File: src/rtl/accumulator_pkg.sv
// Shared types and constants for the accumulator: FSM state encoding and
// two's complement saturation limits derived from the data width.
package accumulator_pkg;

    localparam int ACC_N_DEFAULT     = 22;
    localparam int ACC_LEN_W_DEFAULT = 8;

    typedef enum logic [2:0] {
        ST_IDLE,
        ST_WAIT,
        ST_ADD,
        ST_CHECK,
        ST_DONE
    } state_e;

    function automatic logic signed [63:0] sat_max(input int n);
        return (64'sd1 <<< (n - 1)) - 64'sd1;
    endfunction

    function automatic logic signed [63:0] sat_min(input int n);
        return -(64'sd1 <<< (n - 1));
    endfunction

    localparam logic signed [ACC_N_DEFAULT-1:0] SAT_MAX = ACC_N_DEFAULT'(sat_max(ACC_N_DEFAULT));
    localparam logic signed [ACC_N_DEFAULT-1:0] SAT_MIN = ACC_N_DEFAULT'(sat_min(ACC_N_DEFAULT));

endpackage

File: src/rtl/accumulator_if.sv
// Operand/result handshake bundle between the accumulator and its environment.
interface accumulator_if
    import accumulator_pkg::*;
#(
    parameter int N     = ACC_N_DEFAULT,
    parameter int LEN_W = ACC_LEN_W_DEFAULT
);
    logic                    start;
    logic [LEN_W-1:0]        len;
    logic                    in_valid;
    logic signed [N-1:0]     in_data;
    logic                    in_ready;
    logic                    out_valid;
    logic                    out_ready;
    logic signed [N-1:0]     out_data;
    logic                    out_ovf;
    logic                    busy;

    modport master (
        output start, len, in_valid, in_data, out_ready,
        input  in_ready, out_valid, out_data, out_ovf, busy
    );

    modport slave (
        input  start, len, in_valid, in_data, out_ready,
        output in_ready, out_valid, out_data, out_ovf, busy
    );
endinterface

File: src/rtl/accumulator_adder.sv
// Single-cycle fixed-point adder: registers the wrapped sum and a signed
// overflow flag whenever refresh is high, otherwise holds its outputs.
module accumulator_adder #(
    parameter int N = 22
) (
    input  logic                clk,
    input  logic                rst_n,
    input  logic                refresh,
    input  logic signed [N-1:0] input_q_1,
    input  logic signed [N-1:0] input_q_2,
    output logic signed [N-1:0] output_q,
    output logic                overflow
);
    logic signed [N-1:0] w_sum;
    logic                w_ovf;

    assign w_sum = input_q_1 + input_q_2;
    // Overflow: both operands share a sign that the wrapped sum does not.
    assign w_ovf = (input_q_1[N-1] == input_q_2[N-1]) && (w_sum[N-1] != input_q_1[N-1]);

    // NOTE: sequential state uses non-blocking assignments so every register
    // samples pre-edge values regardless of process ordering.
    always_ff @(posedge clk or negedge rst_n) begin
        if (!rst_n) begin
            output_q <= '0;
            overflow <= 1'b0;
        end else if (refresh) begin
            output_q <= w_sum;
            overflow <= w_ovf;
        end
    end
endmodule

File: src/rtl/accumulator.sv
// Handshaked run-length accumulator: sums len signed operands through a
// registered adder. Define ACCUMULATOR_SAT_EN to saturate instead of wrap.
module accumulator
    import accumulator_pkg::*;
#(
    parameter int N     = ACC_N_DEFAULT,
    parameter int LEN_W = ACC_LEN_W_DEFAULT
) (
    input  logic          clk,
    input  logic          rst_n,
    accumulator_if.slave  bus
);
`ifdef ACCUMULATOR_SAT_EN
    localparam logic signed [N-1:0] L_SAT_MAX = N'(sat_max(N));
    localparam logic signed [N-1:0] L_SAT_MIN = N'(sat_min(N));
`endif

    state_e              r_state;
    state_e              w_state_nxt;
    logic signed [N-1:0] r_acc;
    logic signed [N-1:0] r_op;
    logic [LEN_W-1:0]    r_count;
    logic [LEN_W-1:0]    r_len;
    logic                r_ovf;

    logic signed [N-1:0] w_sum;
    logic                w_add_ovf;
    logic [LEN_W-1:0]    w_count_inc;
    logic                w_last;
    logic                w_refresh;
    logic                w_in_ready;
    logic                w_out_valid;
    logic                w_busy;

    accumulator_adder #(.N(N)) u_adder (
        .clk       (clk),
        .rst_n     (rst_n),
        .refresh   (w_refresh),
        .input_q_1 (r_acc),
        .input_q_2 (r_op),
        .output_q  (w_sum),
        .overflow  (w_add_ovf)
    );

    // count only ever reaches len-1 before the run ends, so the increment cannot wrap.
    assign w_count_inc = r_count + LEN_W'(1);
    assign w_last      = (w_count_inc == r_len);

    always_ff @(posedge clk or negedge rst_n) begin
        if (!rst_n) r_state <= ST_IDLE;
        else        r_state <= w_state_nxt;
    end

    // NOTE: every output of this block gets a default first so no path can
    // leave a signal unassigned and infer a latch.
    always_comb begin
        w_state_nxt = r_state;
        w_refresh   = 1'b0;
        w_in_ready  = 1'b0;
        w_out_valid = 1'b0;
        w_busy      = 1'b1;
        case (r_state)
            ST_IDLE: begin
                w_busy = 1'b0;
                if (bus.start) w_state_nxt = (bus.len == '0) ? ST_DONE : ST_WAIT;
            end
            ST_WAIT: begin
                w_in_ready = 1'b1;
                if (bus.in_valid) w_state_nxt = ST_ADD;
            end
            ST_ADD: begin
                w_refresh   = 1'b1;
                w_state_nxt = ST_CHECK;
            end
            ST_CHECK: w_state_nxt = w_last ? ST_DONE : ST_WAIT;
            ST_DONE: begin
                w_out_valid = 1'b1;
                if (bus.out_ready) w_state_nxt = ST_IDLE;
            end
            default: w_state_nxt = ST_IDLE;
        endcase
    end

    // NOTE: all datapath registers, including the operand and length holders,
    // are reset so a mid-run reset leaves no stale run behind.
    always_ff @(posedge clk or negedge rst_n) begin
        if (!rst_n) begin
            r_acc   <= '0;
            r_op    <= '0;
            r_count <= '0;
            r_len   <= '0;
            r_ovf   <= 1'b0;
        end else begin
            case (r_state)
                ST_IDLE: if (bus.start) begin
                    r_acc   <= '0;
                    r_count <= '0;
                    r_ovf   <= 1'b0;
                    r_len   <= bus.len;
                end
                ST_WAIT: if (bus.in_valid) r_op <= bus.in_data;
                ST_CHECK: begin
                    r_count <= w_count_inc;
                    if (w_add_ovf) begin
                        r_ovf <= 1'b1;
`ifdef ACCUMULATOR_SAT_EN
                        r_acc <= r_op[N-1] ? L_SAT_MIN : L_SAT_MAX;
`else
                        r_acc <= w_sum;
`endif
                    end else begin
                        r_acc <= w_sum;
                    end
                end
                default: ;
            endcase
        end
    end

    assign bus.in_ready  = w_in_ready;
    assign bus.out_valid = w_out_valid;
    assign bus.busy      = w_busy;
    assign bus.out_data  = w_out_valid ? r_acc : '0;
    assign bus.out_ovf   = w_out_valid & r_ovf;
endmodule

File: src/flat_wrapper.sv
// flat-port wrapper written by rule: the top's interface ports become plain ports
module accumulator_flat import accumulator_pkg::*;
#(
    parameter int N     = ACC_N_DEFAULT,
    parameter int LEN_W = ACC_LEN_W_DEFAULT
)
  (clk, rst_n, bus_start, bus_len, bus_in_valid, bus_in_data, bus_out_ready, bus_in_ready, bus_out_valid, bus_out_data, bus_out_ovf, bus_busy);
  accumulator_if #(.N(N), .LEN_W(LEN_W)) bus_i ();
  input  logic clk;
  input  logic rst_n;
  input wire logic [$bits(bus_i.start)-1:0] bus_start;
  input wire logic [$bits(bus_i.len)-1:0] bus_len;
  input wire logic [$bits(bus_i.in_valid)-1:0] bus_in_valid;
  input wire logic [$bits(bus_i.in_data)-1:0] bus_in_data;
  input wire logic [$bits(bus_i.out_ready)-1:0] bus_out_ready;
  output wire logic [$bits(bus_i.in_ready)-1:0] bus_in_ready;
  output wire logic [$bits(bus_i.out_valid)-1:0] bus_out_valid;
  output wire logic [$bits(bus_i.out_data)-1:0] bus_out_data;
  output wire logic [$bits(bus_i.out_ovf)-1:0] bus_out_ovf;
  output wire logic [$bits(bus_i.busy)-1:0] bus_busy;
  assign bus_i.start = bus_start;
  assign bus_i.len = bus_len;
  assign bus_i.in_valid = bus_in_valid;
  assign bus_i.in_data = bus_in_data;
  assign bus_i.out_ready = bus_out_ready;
  assign bus_in_ready = bus_i.in_ready;
  assign bus_out_valid = bus_i.out_valid;
  assign bus_out_data = bus_i.out_data;
  assign bus_out_ovf = bus_i.out_ovf;
  assign bus_busy = bus_i.busy;
  accumulator #(.N(N), .LEN_W(LEN_W)) u_core (.clk(clk), .rst_n(rst_n), .bus(bus_i));
endmodule
File: config.mk
export PLATFORM = sky130hd
export DESIGN_NAME = accumulator_flat
export DESIGN_NICKNAME = d
export VERILOG_FILES = /design/src/rtl/accumulator_pkg.sv /design/src/rtl/accumulator_if.sv /design/src/rtl/accumulator_adder.sv /design/src/rtl/accumulator.sv /design/src/flat_wrapper.sv
export SDC_FILE = /design/constraint.sdc
export NUM_CORES = 1
export LEC_CHECK = 0
export BUFFER_PORTS_ARGS = -buffer_cell sky130_fd_sc_hd__buf_2
export CAP_MARGIN = 20
export CORE_ASPECT_RATIO = 0.6
export CORE_MARGIN = 2
export CORE_UTILIZATION = 58
export DETAILED_ROUTE_END_ITERATION = 7
export GPL_ROUTABILITY_DRIVEN = 0
export PLACE_DENSITY = 0.9
export SYNTH_ARGS = -nofsm -noshare
export SYNTH_HDL_FRONTEND = slang
export SYNTH_SLANG_ARGS = --single-unit
File: constraint.sdc
create_clock -name clk -period 2.6 [get_ports clk]
set_input_delay 0.26 -clock clk [delete_from_list [all_inputs] [get_ports clk]]
set_output_delay 0.26 -clock clk [all_outputs]
set_load 0.01 [all_outputs]
; After elaboration in Yosys (flattened, before gate mapping)
; Index checks and enable logic that the tools add are counted.
[op_classes]
addsub = 2
n_eq_ne = 11
n_mux = 18
n_bitwise = 1
n_reduce_logical = 9
[ops]
columns = operator, n
row1 = 2-to-1 mux 22 bit, 2
row2 = one-hot mux 22 bit (2 select lines), 1
row3 = adder 22 bit, 1
row4 = one-hot mux 8 bit (2 select lines), 1
row5 = 2-to-1 mux 3 bit, 5
row6 = one-hot mux 3 bit (5 select lines), 1
row7 = adder 8 x 1 -> 8 bit (second input constant), 1
row8 = equality test 8 bit, 1
row9 = zero test 8 bit, 1
row10 = 2-to-1 mux 8 bit, 1
row11 = != test 2 bit (second input constant), 4
row12 = equality test 3 x 2 -> 1 bit (second input constant), 2
row13 = 2-to-1 mux 1 bit, 6
row14 = AND reduction 2 bit, 3
row15 = AND reduction 3 bit, 2
row16 = equality test 3 x 1 -> 1 bit (second input constant), 1
row17 = equality test 3 bit (second input constant), 1
row18 = zero test 3 bit, 1
row19 = one-hot mux 1 bit (2 select lines), 1
row20 = nonzero test 2 bit, 1
row21 = AND 1 bit, 1
row22 = equality test 1 bit, 1
row23 = logical AND 1 bit, 1
row24 = != test 1 bit, 1
[word_totals]
regBits = 87
inputBits = 35
wordCells = 49

; Logic depth before layout (Yosys ltp)
; Gate-level depths: netlist of the first run.
[depth]
word_depth = 4
mapped_depth = 9
ltp_nobuf = 9

; Modules after synthesis
; From an unflattened synthesis of the first run, not the netlist that was laid out.
[unflattened]
hier_cells = 429
area_unflattened_um2 = 4770.8
[by_module_without_submodules]
columns = module, instances, cells_each, area_each_um2, seq_area_each_um2
row1 = accumulator, 1, 236, 2841.5, 1601.5
row2 = accumulator_adder, 1, 193, 1929.4, 575.6

; Worst setup path after synthesis of the first run
; Ideal clock, no wire load.
[synth_path]
path_type = register -> register
from = register u_core.r_op[0]
to = register u_core.u_adder.output_q[20]
arrival_time_ns = 2.068
t_required_ns = 2.469
path_slack_ns = 0.401
stages_incl_launch_ff = 10
n_path_buf = 0
path_cell_list = dfrtp_1 > ha_1 > fa_1 > a21o_1 > a221oi_4 > a21oi_4 > o2111ai_2 > a31oi_1 > xnor2_1 > o21ai_1
[synth_via]
elab_chain_len = 1
[synth_rtl]
columns = element, line_no
row1 = "start, declared", accumulator.sv:21  ; logic signed [N-1:0] r_op;
row2 = "start signal, assigned", accumulator.sv:101  ; ST_WAIT: if (bus.in_valid) r_op <= bus.in_data;
row3 = adder 22 bit, accumulator_adder.sv:17  ; assign w_sum = input_q_1 + input_q_2;
row4 = "end signal, assigned", accumulator_adder.sv:28  ; output_q <= w_sum;
row5 = "end, declared", accumulator_adder.sv:11  ; output logic signed [N-1:0] output_q,
; Every way passes these cells.
; A chain may end at the register's enable or synchronous reset.

; Worst setup path in the final report of the first run
[layout_path]
from = register u_core.r_op[0]
to = register u_core.u_adder.output_q[18]
; The elaborated chain is that of the path after synthesis.

==> metrics.csv, run 1 <==
stage,metric,value,unit
floorplanning,Initial Util,59.0,%
yosys,synthesized area,4950,µm²
cells_and_area,layout cells sized above 1,22.5,%
routing,drc violations,0,
power_and_ir_drop,Switching Power,3.18,mW
routing,DRT iter0 DRCs,353,
yosys,"area leader, netlist",dfrtp_1,
sta,Final Hold Fails,0,
yosys,"EDFF count, synth",0,
cells_and_area,# nets final,640,
power_and_ir_drop,Internal,4.25,mW
cells_and_area,area delta synth->final,14.3,%
clock_network,"Clk pin slew, worst setup/hold paths",0.07,ns
sta,Max Slew Vio Count,0,
routing,drt wl/cell,18.0,µm
power_and_ir_drop,Sw Ratio,42.8,%
flow_run,maxcap violations,0,
power_and_ir_drop,Reg power frac,33.2,%
critical_path,CP startpoint kind,flip-flop,
yosys,#FFs+latches synth,87,
global_route,met2 Usage GRT,45.5,%
power_and_ir_drop,Comb pwr share,49.0,%
floorplanning,Die Ht,75.6,µm
sta,crit share post-route,94.3,%
yosys,Synth top area share,44.0,%
clock_network,Worst-Skew Late Latency,0.35,ns
clock_network,CTS tree,done,
routing,via count,4255,
global_route,Most Crowded Layer GR,met2,
global_route,GRT Total Usage,29.0,%
placement,dpl cell area,5340,µm²
critical_path,Setup CP Type,flip-flop to flip-flop,
floorplanning,die width,123,µm
critical_path,Worst Path Max Fanout,4,
critical_path,arrival time at the worst endpoint,2.65,ns
global_route,global-route wire length before repair,20500,µm
yosys,Ys Warns,0,
power_and_ir_drop,clock group share of total power,17.8,%
critical_path,Critical Path End Type,flip-flop,
status,status,"complete, no violations",
routing,DR vias/cell,6.09,
cells_and_area,final instance area,5660,µm²
yosys,most common cell in the netlist,nand2_1,
yosys,Syn Nets,590,
routing,ANT nets after route,0,
cells_and_area,antenna cells,0,
global_route,global route overflow,0,
clock_network,Sink Count,87,
hold_path,Hold Path Class,primary input to flip-flop,
sta,final setup violation count,0,
power_and_ir_drop,Cell Pwr Density,1310,nW/µm²
floorplanning,core box area,8390,µm²
placement,Final HPWL DP,8690,µm
power_and_ir_drop,Lkg Pwr,2.74,nW
global_route,antenna violations before repair,0,
clock_network,CTS Buffer Depth,2,
yosys,dominant cells by area after synthesis,"dfrtp_1, nand2_1, mux2_2",
clock_network,cts bufs inserted,9,
clock_network,CTS root buf,clkbuf_16,
placement,pre-CTS setup slack,0.154,ns
sta,RSZ-0062 raised after global routing,no,
floorplanning,Ports,61,
routing,DRT Pass-1 Iters,5,
yosys,Mapped Avg Cell Area,9.31,µm²
sta,transition time of the tightest slew-check pin,0.802,ns
yosys,top_reg_cell synth,dfrtp_1,
critical_path,Crit path required time,2.80,ns
routing,Detailed Route WL,12600,µm
sta,fin crit period,2.45,ns
placement,PortBufs,60,
floorplanning,num rows,26,
global_route,GRT met3 Usage,8.46,%
sta,Final WS setup,0.148,ns
yosys,sequential fraction of the synthesis area,44.0,%
floorplanning,Die Area,9320,µm²
yosys,Synth top cells by count,"nand2_1, dfrtp_1, o21ai_0, mux2_2, nor2_1",
yosys,Post-Synthesis Cells,532,
cells_and_area,final design utilization,67.5,%
global_route,GR Util met1,38.2,%
sta,Fmax achieved,0.408,GHz
clock_network,H-tree levels,3,
yosys,count of cell types in the netlist,52,
global_route,vias in the first global route,4196,
yosys,ys async rst share,100,%
power_and_ir_drop,Worst VDD drop,0.585,mV
global_route,pin count of the biggest net entering global routing,53,
sta,Slew HR,46.5,%
sta,Clock Skews,0.00584,ns
sta,Sum Neg Setup Slack,0,ns
## metrics by stage
step	power, mW	hold WS [ns]	std cells
2_1_floorplan	5.09	-0.0356	532
3_3_place_gp	5.75	0.244	681
3_5_place_dp	5.98	0.255	681
4_1_cts	7.33	0.131	698
5_1_grt	7.93	0.133	699
6_report	7.43	0.133	699
## worst max-delay path: stages, from the launching register on
cell	delay, ns
dfrtp_1	0.40
ha_1	0.24
fa_2	0.37
a21o_1	0.21
a221oi_4	0.35
a21oi_4	0.13
o211ai_2	0.18
a21oi_1	0.12
mux2i_1	0.17
o311ai_1	0.11
## final timing paths
| path | to | depth (start not counted) | startpoint | slack (ns) |
|---|---|---|---|---|
| max | u_core.u_adder.output_q[18] | 9 | u_core.r_op[0] | 0.15 |
| min | u_core.r_op[12] | 2 | bus_in_data[12] | 0.13 |
| max reg2reg | u_core.u_adder.output_q[18] | 9 | u_core.r_op[0] | 0.15 |
| min reg2reg | u_core.u_adder.output_q[5] | 2 | u_core.u_adder.output_q[5] | 0.47 |
| max in group asynchronous | u_core.r_op[16] | 3 | rst_n | 1.57 |
| min in group asynchronous | u_core.r_op[3] | 2 | rst_n | 0.40 |
## power groups by stage
stage | clock network [mW] | registers (mW) | logic (mW)
after floorplan | 0 | 2.26 | 2.84
after global placement | 0 | 2.41 | 3.34
after detailed placement | 0 | 2.46 | 3.51
after CTS | 1.33 | 2.45 | 3.55
after global routing | 1.39 | 2.54 | 4.00
final | 1.32 | 2.47 | 3.64
## sequential cells by signal (all words and copies together), names as in the netlist
signal	cells
u_core.u_adder.overflow	1
u_core.r_len	8
u_core.r_state	3
u_core.r_count	8
u_core.r_op	22
u_core.r_acc	22
u_core.r_ovf	1
u_core.u_adder.output_q	22
## per-layer routing
metal / up-vias / part of all wire [%]
li1: 1961 / -
met1: 2070 / 44
met3: 28 / 8.4
met4: 0 / 2.2
met5: - / 0
met2: 196 / 45
## kinds of logic (layout without fill, tap and decap cells)
logic type | Yosys count | in the layout | share of synthesized area, %
simple gates | 200 | 200 | 19.1
buf+inv | 42 | 97 | 3.56
fa+ha+maj | 23 | 23 | 5.96
xor+xnor | 29 | 29 | 5.13
mux | 33 | 33 | 7.43
compound gates | 118 | 118 | 14.8
flops | 87 | 87 | 44.0
## cell usage in the layout, fill, tap and decap left out, types with 9 or more instances in the layout
master and count:
clkbuf_16 9, buf_2 59, a21oi_1 20, and3_1 27
nor2_1 27, ha_1 22, o21ai_1 20, mux2_2 30
dfrtp_1 87, nand2_1 94, inv_1 9, a21o_1 10
o21ai_0 40, xor2_1 13, buf_4 11, xnor2_1 16
nand3_1 13
## cell type report
| cell class | instances | area [µm²] |
|---|---|---|
| clock buffer | 10 | 239 |
| clock inverter | 6 | 60.1 |
| fill | 666 | 2730 |
| inverter | 9 | 33.8 |
| multi-input combinational | 403 | 2600 |
| sequential | 87 | 2180 |
| tap | 112 | 140 |
| timing repair buffer | 72 | 408 |
## what timing repair did
item                                    4_1_cts  5_1_grt
gates resized for setup                       0        1
hold endpoints to repair                     35        0
setup buffers                                 0        1
hold buffers                                  1        0
endpoints found under the setup margin        0        1
(Power assumes the default switching activity.)
==> run 2, diff against run 1 <==
Settings changed: PLACE_DENSITY 0.9 to 0.81.
==> metrics.csv, run 2 (same netlist as run 1, synthesis figures left out) <==
stage,metric,value,unit,change
status,status,"complete, no violations",,unchanged
floorplanning,Die Area,9320,µm²,unchanged
hold_path,Hold Path Class,primary input to flip-flop,,unchanged
sta,Clock Skews,0.00573,ns,was 0.00584 ns
clock_network,cts bufs inserted,9,,unchanged
cells_and_area,Multi-input gate area,2600,µm²,about the same
floorplanning,num rows,26,,unchanged
critical_path,Worst path max stage delay,0.42,ns,was 0.40 ns
routing,DRT iter0 DRCs,328,,was 353
floorplanning,core box area,8390,µm²,unchanged
clock_network,"Clk pin slew, worst setup/hold paths",0.06,ns,was 0.07 ns
floorplanning,die width,123,µm,unchanged
routing,via count,4089,,"was 4,255"
routing,Detailed Route WL,12300,µm,"was 12,600 µm"
routing,ANT nets after route,0,,unchanged
critical_path,Worst Path Max Fanout,4,,unchanged
flow_run,maxcap violations,0,,unchanged
cells_and_area,Non-Filler Instances,698,,was 699
sta,RSZ-0062 raised after global routing,no,,unchanged
floorplanning,Ports,61,,unchanged
critical_path,Buf/Inv on CP,0,,unchanged
routing,DRT Pass-1 Iters,5,,unchanged
global_route,pin count of the biggest net entering global routing,46,,was 53
cells_and_area,layout filler cell count,701,,was 666
global_route,antenna violations before repair,0,,unchanged
cells_and_area,"most common cell after layout, fill and taps aside",nand2_1,,unchanged
clock_network,CTS tree,done,,unchanged
cells_and_area,area delta synth->final,14.6,%,was 14.3%
sta,final setup violation count,0,,unchanged
cells_and_area,layout cells sized above 1,22.2,%,was 22.5%
global_route,global route overflow,0,,unchanged
placement,dpl cells,680,,was 681
sta,Max Slew Vio Count,0,,unchanged
critical_path,arrival time at the worst endpoint,2.69,ns,was 2.65 ns
sta,Final Hold Fails,0,,unchanged
critical_path,slowest library cell on the worst path,fa_1,,was dfrtp_1
cells_and_area,most frequent cells in the layout,"nand2_1, dfrtp_1, buf_2",,unchanged
clock_network,Worst-Skew Late Latency,0.35,ns,about the same
cells_and_area,Regs by FF count,"u_core.r_acc (22), u_core.r_op (22), u_core.u_adder.output_q (22)",,unchanged
floorplanning,Die Ht,75.6,µm,unchanged
floorplanning,Initial Util,59.0,%,unchanged
clock_network,H-tree levels,3,,unchanged
critical_path,crit-path cells,ha_1 > fa_1 > a21o_1 > a221oi_4 > a21oi_4 > o211ai_2 > a21oi_1 > mux2i_1 > o311ai_1,,was ha_1 > fa_2 > a21o_1 > a221oi_4 > a21oi_4 > o211ai_2 > a21oi_1 > mux2i_1 > o311ai_1
global_route,global-route wire length before repair,20200,µm,"was 20,500 µm"
cells_and_area,# nets final,639,,was 640
critical_path,CP startpoint kind,flip-flop,,unchanged
sta,Fmax achieved,0.402,GHz,was 0.408 GHz
power_and_ir_drop,Cell Pwr Density,1320,nW/µm²,was 1310 nW/µm²
sta,crit share post-route,95.6,%,was 94.3%
critical_path,family with the most delay on the worst path,compound AO/OA/AOI/OAI gates,,unchanged
critical_path,flop2flop setup slack,0.11,ns,was 0.15 ns
placement,Final HPWL DP,8500,µm,was 8690 µm
clock_network,CTS Buffer Depth,2,,unchanged
routing,drt wl/cell,17.6,µm,was 18.0 µm
clock_network,CTS root buf,clkbuf_16,,unchanged
critical_path,Critical Path End Type,flip-flop,,unchanged
global_route,vias in the first global route,4050,,"was 4,196"
power_and_ir_drop,Worst VDD drop,0.551,mV,was 0.585 mV
sta,Sum Neg Setup Slack,0,ns,unchanged
critical_path,Crit path required time,2.80,ns,about the same
sta,fin crit period,2.49,ns,was 2.45 ns
placement,PortBufs,60,,unchanged
sta,transition time of the tightest slew-check pin,0.677,ns,was 0.802 ns
clock_network,Sink Count,87,,unchanged
global_route,GRT Total Usage,28.7,%,was 29.0%
routing,DR vias/cell,5.86,,was 6.09
routing,drc violations,0,,unchanged
cells_and_area,antenna cells,0,,unchanged
critical_path,Setup CP Type,flip-flop to flip-flop,,unchanged
cells_and_area,sequential cell area,2180,µm²,unchanged
power_and_ir_drop,Lkg Pwr,2.73,nW,was 2.74 nW
sta,Slew HR,54.9,%,was 46.5%
run 2: changes by cell type in the layout (fill, tap and decap cells not counted), sizes merged:
cell	change
buf	-1
bufinv	+1
clkbuf	-1
clkinv	-2
clkinvlp	+1
inv	+1
run 2: worst paths after layout:
kind,startpoint,endpoint,cells past startpoint
max in group asynchronous,rst_n,u_core.u_adder.output_q[17],3
worst min register to register,u_core.u_adder.output_q[11],u_core.r_acc[11],2
worst max-delay path,u_core.r_acc[0],u_core.u_adder.output_q[18],9
min in group asynchronous,rst_n,u_core.r_op[2],2
worst max register to register,u_core.r_acc[0],u_core.u_adder.output_q[18],9
worst min-delay path,bus_in_data[11],u_core.r_op[11],2
run 2: final cells by class:
type,count,area share (%)
Clock buffer,9,3.97
Clock inverter,7,1.70
Inverter,9,0.595
Multi-Input combinational cell,403,45.8
Sequential cell,87,38.4
Tap cell,112,2.47
Timing Repair Buffer,71,7.06
run 2: worst register-to-register path, stage by stage (launching register included):
cell and delay (ns):
dfrtp_1 0.40, ha_1 0.23, fa_1 0.42, a21o_1 0.21, a221oi_4 0.37, a21oi_4 0.13
o211ai_2 0.17, a21oi_1 0.11, mux2i_1 0.17, o311ai_1 0.12
run 2: layer usage:
metal  vias to the layer above  global-route usage, %  part of all wire (%)
li1                       1954                      -                     -
met1                      1985                   40.9                    48
met2                       136                   44.5                    45
met3                        14                   6.96                   6.9
met4                         0                   7.83                  0.83
met5                         -                      0                     0
run 2: power breakdown:
| part | total (mW) | internal, mW | switching [mW] |
|---|---|---|---|
| clock | 1.40 | 0.843 | 0.557 |
| sequential | 2.48 | 1.95 | 0.523 |
| combinational | 3.59 | 1.52 | 2.07 |
run 2: through the flow:
step                power [mW]  utilization, %  hold WS [ns]  cell area, µm²  worst slack, ns
floorplan                 5.09               -       -0.0356            4950            0.401
global placement          5.78            63.6         0.295            5340            0.269
detailed placement        5.97            63.6         0.305            5340            0.169
CTS                       7.42            67.5         0.135            5670            0.137
global route              7.99            67.6         0.141            5670        0.0000704
finish                    7.47            67.6         0.139            5670            0.114
run 2: timing repair:
action                                 CTS  global route
gates resized for setup                  0             0
setup endpoints to repair                0             1
endpoints found under the hold margin   44             0
hold buffers                             1             0
setup buffers                            0             1
